[src/rtl/cpu_clk_pkg.sv]
// cpu_clk_pkg: shared constants for the CPU bus clock sequencer.
// Holds the phase-state encoding and the legacy divide-by-16 half-period.
package cpu_clk_pkg;

    localparam logic [1:0] ST_LOW     = 2'd0;
    localparam logic [1:0] ST_HIGH    = 2'd1;
    localparam logic [1:0] ST_STRETCH = 2'd2;

    // Half-period of the fixed generator this block replaces.
    localparam int LEGACY_HALF = 8;

    // Width of the stretch counter; covers MAX_STRETCH up to 255.
    localparam int STRETCH_W = 8;

endpackage

[src/rtl/cpu_clock_sequencer.sv]
// cpu_clock_sequencer: programmable CPU bus clock with rise/fall strobes.
// The half-period is latched only when the CPU clock falls, so a new value
// takes effect at a cycle boundary and never produces a runt phase.
// Optional feature macro: CPU_CLK_STRETCH_EN enables wait-request stretching
// of the low phase, with a forced release after MAX_STRETCH extra clocks.
module cpu_clock_sequencer
    import cpu_clk_pkg::*;
#(
    parameter int DIV_W        = 4,
    parameter int DEFAULT_HALF = LEGACY_HALF,
    parameter int MAX_STRETCH  = 255
) (
    input  logic             clk,
    input  logic             reset,
    input  logic [DIV_W-1:0] half_period,
    input  logic             wait_req,
    output logic             cpu_clk,
    output logic             cpu_rise,
    output logic             cpu_fall,
    output logic             stretched,
    output logic             timeout,
    output logic [15:0]      cycle_count
);

    localparam logic [DIV_W-1:0] ZERO     = {DIV_W{1'b0}};
    localparam logic [DIV_W-1:0] ONE      = DIV_W'(1'b1);
    localparam logic [DIV_W-1:0] HALF_RST = DIV_W'(DEFAULT_HALF);
    localparam logic [DIV_W-1:0] CNT_RST  = DIV_W'(DEFAULT_HALF - 1);

    // A requested half-period of zero runs as one clk per phase.
    function automatic logic [DIV_W-1:0] clamp_half(input logic [DIV_W-1:0] req);
        if (req == ZERO) begin
            return ONE;
        end else begin
            return req;
        end
    endfunction

    logic [1:0]       state_r,  state_nxt_s;
    logic [DIV_W-1:0] cnt_r,    cnt_nxt_s;
    logic [DIV_W-1:0] half_act_r, half_nxt_s;
    logic [DIV_W-1:0] half_req_s;
    logic             cpu_clk_r, clk_nxt_s;
    logic             rise_r,   rise_nxt_s;
    logic             fall_r,   fall_nxt_s;
    logic [15:0]      cycle_count_r, count_nxt_s;
    logic             go_high_s;

`ifdef CPU_CLK_STRETCH_EN
    localparam logic [STRETCH_W-1:0] STRETCH_ONE = STRETCH_W'(1'b1);
    localparam logic [STRETCH_W-1:0] STRETCH_MAX = STRETCH_W'(MAX_STRETCH);

    logic [STRETCH_W-1:0] stretch_cnt_r, stretch_nxt_s;
    logic                 stretched_r,   stretched_nxt_s;
    logic                 timeout_r,     timeout_nxt_s;
`else
    localparam int MAX_STRETCH_unused = MAX_STRETCH;
    logic wait_unused_s;
    assign wait_unused_s = wait_req;
`endif

    assign half_req_s = clamp_half(half_period);

    // Next-state logic: phase counting, phase transitions and strobe generation.
    always_comb begin
        state_nxt_s = state_r;
        cnt_nxt_s   = cnt_r;
        half_nxt_s  = half_act_r;
        clk_nxt_s   = cpu_clk_r;
        count_nxt_s = cycle_count_r;
        fall_nxt_s  = 1'b0;
        rise_nxt_s  = 1'b0;
        go_high_s   = 1'b0;
`ifdef CPU_CLK_STRETCH_EN
        stretch_nxt_s   = stretch_cnt_r;
        stretched_nxt_s = 1'b0;
        timeout_nxt_s   = 1'b0;
`endif
        case (state_r)
            ST_LOW: begin
                if (cnt_r != ZERO) begin
                    cnt_nxt_s = cnt_r - ONE;
`ifdef CPU_CLK_STRETCH_EN
                end else if (wait_req) begin
                    state_nxt_s     = ST_STRETCH;
                    stretch_nxt_s   = STRETCH_ONE;
                    stretched_nxt_s = 1'b1;
`endif
                end else begin
                    go_high_s = 1'b1;
                end
            end
            ST_HIGH: begin
                if (cnt_r != ZERO) begin
                    cnt_nxt_s = cnt_r - ONE;
                end else begin
                    // Cycle boundary: the only point where half_period is taken.
                    state_nxt_s = ST_LOW;
                    clk_nxt_s   = 1'b0;
                    half_nxt_s  = half_req_s;
                    cnt_nxt_s   = half_req_s - ONE;
                    count_nxt_s = cycle_count_r + 16'd1;
                    fall_nxt_s  = 1'b1;
                end
            end
`ifdef CPU_CLK_STRETCH_EN
            ST_STRETCH: begin
                if (!wait_req) begin
                    go_high_s = 1'b1;
                end else if (stretch_cnt_r >= STRETCH_MAX) begin
                    go_high_s     = 1'b1;
                    timeout_nxt_s = 1'b1;
                end else begin
                    stretch_nxt_s   = stretch_cnt_r + STRETCH_ONE;
                    stretched_nxt_s = 1'b1;
                end
            end
`endif
            default: begin
                // Unreachable encoding: fall back to a clean low phase.
                state_nxt_s = ST_LOW;
                clk_nxt_s   = 1'b0;
                cnt_nxt_s   = half_act_r - ONE;
            end
        endcase

        if (go_high_s) begin
            state_nxt_s = ST_HIGH;
            clk_nxt_s   = 1'b1;
            cnt_nxt_s   = half_act_r - ONE;
            rise_nxt_s  = 1'b1;
        end else begin
            rise_nxt_s  = 1'b0;
        end
    end

    // State and output registers with synchronous reset.
    always_ff @(posedge clk) begin
        if (reset) begin
            state_r       <= ST_LOW;
            cnt_r         <= CNT_RST;
            half_act_r    <= HALF_RST;
            cpu_clk_r     <= 1'b0;
            rise_r        <= 1'b0;
            fall_r        <= 1'b0;
            cycle_count_r <= 16'd0;
`ifdef CPU_CLK_STRETCH_EN
            stretch_cnt_r <= {STRETCH_W{1'b0}};
            stretched_r   <= 1'b0;
            timeout_r     <= 1'b0;
`endif
        end else begin
            state_r       <= state_nxt_s;
            cnt_r         <= cnt_nxt_s;
            half_act_r    <= half_nxt_s;
            cpu_clk_r     <= clk_nxt_s;
            rise_r        <= rise_nxt_s;
            fall_r        <= fall_nxt_s;
            cycle_count_r <= count_nxt_s;
`ifdef CPU_CLK_STRETCH_EN
            stretch_cnt_r <= stretch_nxt_s;
            stretched_r   <= stretched_nxt_s;
            timeout_r     <= timeout_nxt_s;
`endif
        end
    end

    assign cpu_clk     = cpu_clk_r;
    assign cpu_rise    = rise_r;
    assign cpu_fall    = fall_r;
    assign cycle_count = cycle_count_r;
`ifdef CPU_CLK_STRETCH_EN
    assign stretched   = stretched_r;
    assign timeout     = timeout_r;
`else
    assign stretched   = 1'b0;
    assign timeout     = 1'b0;
`endif

endmodule

[config.mk]
export PLATFORM = sky130hd
export DESIGN_NAME = cpu_clock_sequencer
export DESIGN_NICKNAME = d
export VERILOG_FILES = /design/src/rtl/cpu_clk_pkg.sv /design/src/rtl/cpu_clock_sequencer.sv
export SDC_FILE = /design/constraint.sdc
export NUM_CORES = 1
export LEC_CHECK = 0
export BUFFER_PORTS_ARGS = -buffer_cell sky130_fd_sc_hd__buf_4
export CAP_MARGIN = 20
export CORE_ASPECT_RATIO = 2
export CORE_MARGIN = 1.5
export CORE_UTILIZATION = 40
export CTS_CLUSTER_SIZE = 14
export DETAILED_ROUTE_END_ITERATION = 12
export PLACE_DENSITY = 0.63
export SLEW_MARGIN = 20
export SYNTH_ARGS = -nofsm -noshare
export SYNTH_HDL_FRONTEND = slang
export SYNTH_SLANG_ARGS = --single-unit
[constraint.sdc]
create_clock -name clk -period 1.7 [get_ports clk]
set_input_delay 0 -clock clk [delete_from_list [all_inputs] [get_ports clk]]
set_output_delay 0 -clock clk [all_outputs]
set_load 0.01 [all_outputs]
==> impl_metrics.tcl <==
set metrics [dict create \
    reg2reg_to "cycle_count[15]" \
    final_max_slew_viol_count 0 \
    min_period_over_period 0.9822 \
    final-hold-violation-count 0 \
    startpoint_type "flop" \
    io_buffers 24 \
    core_mm2 0.003120 \
    grt_max_degree 27 \
    wl_per_cell_um 13.21 \
    status "complete, no violations" \
    met2_length_um 1752 \
    final_core_util 0.5589 \
    maxCapViolations 0 \
    grt-ovfl-total 0 \
    endpoint_kind "flop" \
    syn_avg_cell_area_um2 8.336 \
    dp.cells 221 \
    antenna_found_initial 0 \
    cts_sinks 27 \
    drc 0 \
    hpwl_um 2329 \
    yosys_warnings 0 \
    setup_slack_ps 30.24 \
    synth_most_common_cell "dfxtp_1" \
    rsz0062_at_grt "true" \
    period_needed_ps 1670 \
    num_vias 1208 \
    clk_latency_ps 270 \
    worstPathRequired_ps 1910 \
    synth_top_area_frac 0.4211 \
    fin_nets 212 \
    synth_seq_cells 27 \
    r2r_cells 6 \
    mappedNetlistArea_mm2 0.001284 \
    synth_top_cells_by_count "dfxtp_1 (27), nor2_1 (18), nand2_1 (14), xnor2_1 (12), inv_1 (11)" \
    die_w_um 43.06 \
    clockPowerShare 0.332 \
    synth-edff-count 0 \
    firstDrtPassIters 5 \
    synth_seq_area_share 0.4211 \
    max_freq_ghz 0.5989 \
    final_cells 231 \
    final_layout_size_suffix_gt1_frac 0.3150 \
    ys_types 34 \
    die_h_um 83.12 \
    clk_pin_slew_ps 90 \
    top_layer "met4" \
    cts-root-buf "clkbuf_8" \
    gp_congestion 0.7727 \
    critPathArrivalTime_ps 1880 \
    drt-vias-per-instance 5.229 \
    synth_cells 154 \
    crit_start "cnt_r[0]" \
    initial_core_util 0.4114 \
    worst_slew_margin_rel 0.6193 \
    wl_met1_um 1193 \
    area_delta_synth_final_pct 35.87 \
    worst-r2r-setup-slack_ps 30 \
    power.density_mw_per_mm2 617.2 \
    switching_share 0.2163 \
    cts_tree "built" \
    fin_tns_setup_ps 0 \
    synth_area_leaders "dfxtp_1 (42%), xnor2_1 (8.2%), nor2_1 (5.3%)" \
    p_leak_nw 0.6959 \
    drt_iter0_markers 46 \
    crit_type "reg -> reg" \
    place_ws_ps -43.52 \
    hold_path.class "in -> reg" \
    cts_buffer_depth 2 \
    num_io_pins 28 \
    finalSetupViolCount 0 \
    finClkSkew_ps 2.840 \
    pwr-share-seq 0.599 \
    tightest_slew_ps 563.8 \
    ant_nets 0 \
    async_flop_share 0 \
    synth_ff_type "dfxtp_1" \
    synth_largest_area_cell "dfxtp_1" \
    power_frac_comb 0.068 \
    hold_depth 3 \
    std_cell_rows 29 \
    cts-htree-levels 1 \
    p_switching_uw 232.9 \
    cts_buffers 3 \
    ir_drop_mv 0.4452 \
    track_usage 0.1776 \
    finalPower_mw 1.076 \
    r2r_start "cnt_r[0]" \
    grt_pass1_wl_um 4961 \
    diodes 0 \
    critPathCapture "cycle_count[15]" \
    grt_pass1_vias 1151 \
    met3WireLength_um 59 \
    dieArea_mm2 0.003579 \
    wl_um 3052 \
    intPower_uw 843.6 \
    path_max_fanout 5 \
]
-- cells in the final DEF (no fill, tap or decap), types with 2 or more instances in the layout --
master	count
nor2_1	18
xnor2_1	12
nand4_1	3
inv_2	2
nor3_1	8
o21ai_0	5
inv_1	9
buf_4	48
nor4_1	3
dfxtp_2	2
dlygate4sd3_1	2
conb_1	2
nand2_1	14
or3_1	3
a21oi_1	9
ha_1	3
nand3_1	5
xor2_1	3
dfxtp_1	25
clkbuf_8	3
mux2i_1	2
-- layer usage --
metal / track usage / vias to the layer above
met4: 0.06612 / 0
met3: 0.01957 / 4
met5: 0 / -
met1: 0.1951 / 578
li1: - / 611
met2: 0.3306 / 15
-- critical path, cell delays in order (launching register included) --
cell	delay [ps]
dfxtp_2	340
inv_2	60
ha_4	130
nand4bb_1	110
or4_4	470
or3_1	360
a21oi_1	130
-- through the flow --
stage	hold slack, ps	cell area, µm²
2_1_floorplan	123.4	1296
3_3_place_gp	262.7	1623
3_5_place_dp	266.2	1623
4_1_cts	6.202	1698
5_1_grt	23.26	1744
6_report	9.022	1744
-- how the worst min path moves through the flow --
stage                   start       endpoint  slack (ps)
6_report       half_period[2]  half_act_r[2]           9
5_1_grt        half_period[2]  half_act_r[2]          20
4_1_cts        half_period[2]  half_act_r[2]           6
3_5_place_dp   half_period[3]  half_act_r[3]         270
3_3_place_gp   half_period[3]  half_act_r[3]         260
2_1_floorplan  half_period[3]  half_act_r[3]         120
-- kinds of logic after synthesis --
logic type / Yosys count / share of synthesized area
buffers and inverters: 20 / 0.06529
DFF: 27 / 0.4211
and+or+nand+nor: 63 / 0.2466
other: 1 / 0.002921
muxes: 3 / 0.02437
adders and majority gates: 4 / 0.03899
xor gates and xnor gates: 15 / 0.1023
AOI/OAI and AO/OA: 21 / 0.09845
-- flip-flops by register name (all words and copies together) (netlist names) --
register	flops
cpu_rise	1
cpu_fall	1
cycle_count	16
cpu_clk	1
cnt_r	4
half_act_r	4
-- power groups by stage --
| stage | registers, mW | logic (mW) | clock network [mW] |
|---|---|---|---|
| after detailed placement | 0.658 | 0.0598 | 0 |
| final | 0.645 | 0.0737 | 0.358 |
| after global placement | 0.657 | 0.0577 | 0 |
| after CTS | 0.643 | 0.0644 | 0.369 |
| after floorplan | 0.658 | 0.0360 | 0 |
| after global routing | 0.646 | 0.0796 | 0.391 |
-- timing repair --
item | 4_1_cts | 5_1_grt
buffers inserted | 1 | 3
pin swaps | 0 | 2
hold endpoints to repair | 2 | 0
hold buffers | 2 | 0
gates resized for setup | 1 | 7
setup endpoints to repair | 7 | 9
-- final cells by class --
class	instances	area, µm²
clock buffer	4	45.04
fill	291	1376
inverter	11	41.29
multi-input combinational	108	695.7
sequential	27	543.0
tap	31	38.79
timing repair buffer	50	380.4
Note: power is estimated with default switching activity, not from simulation.
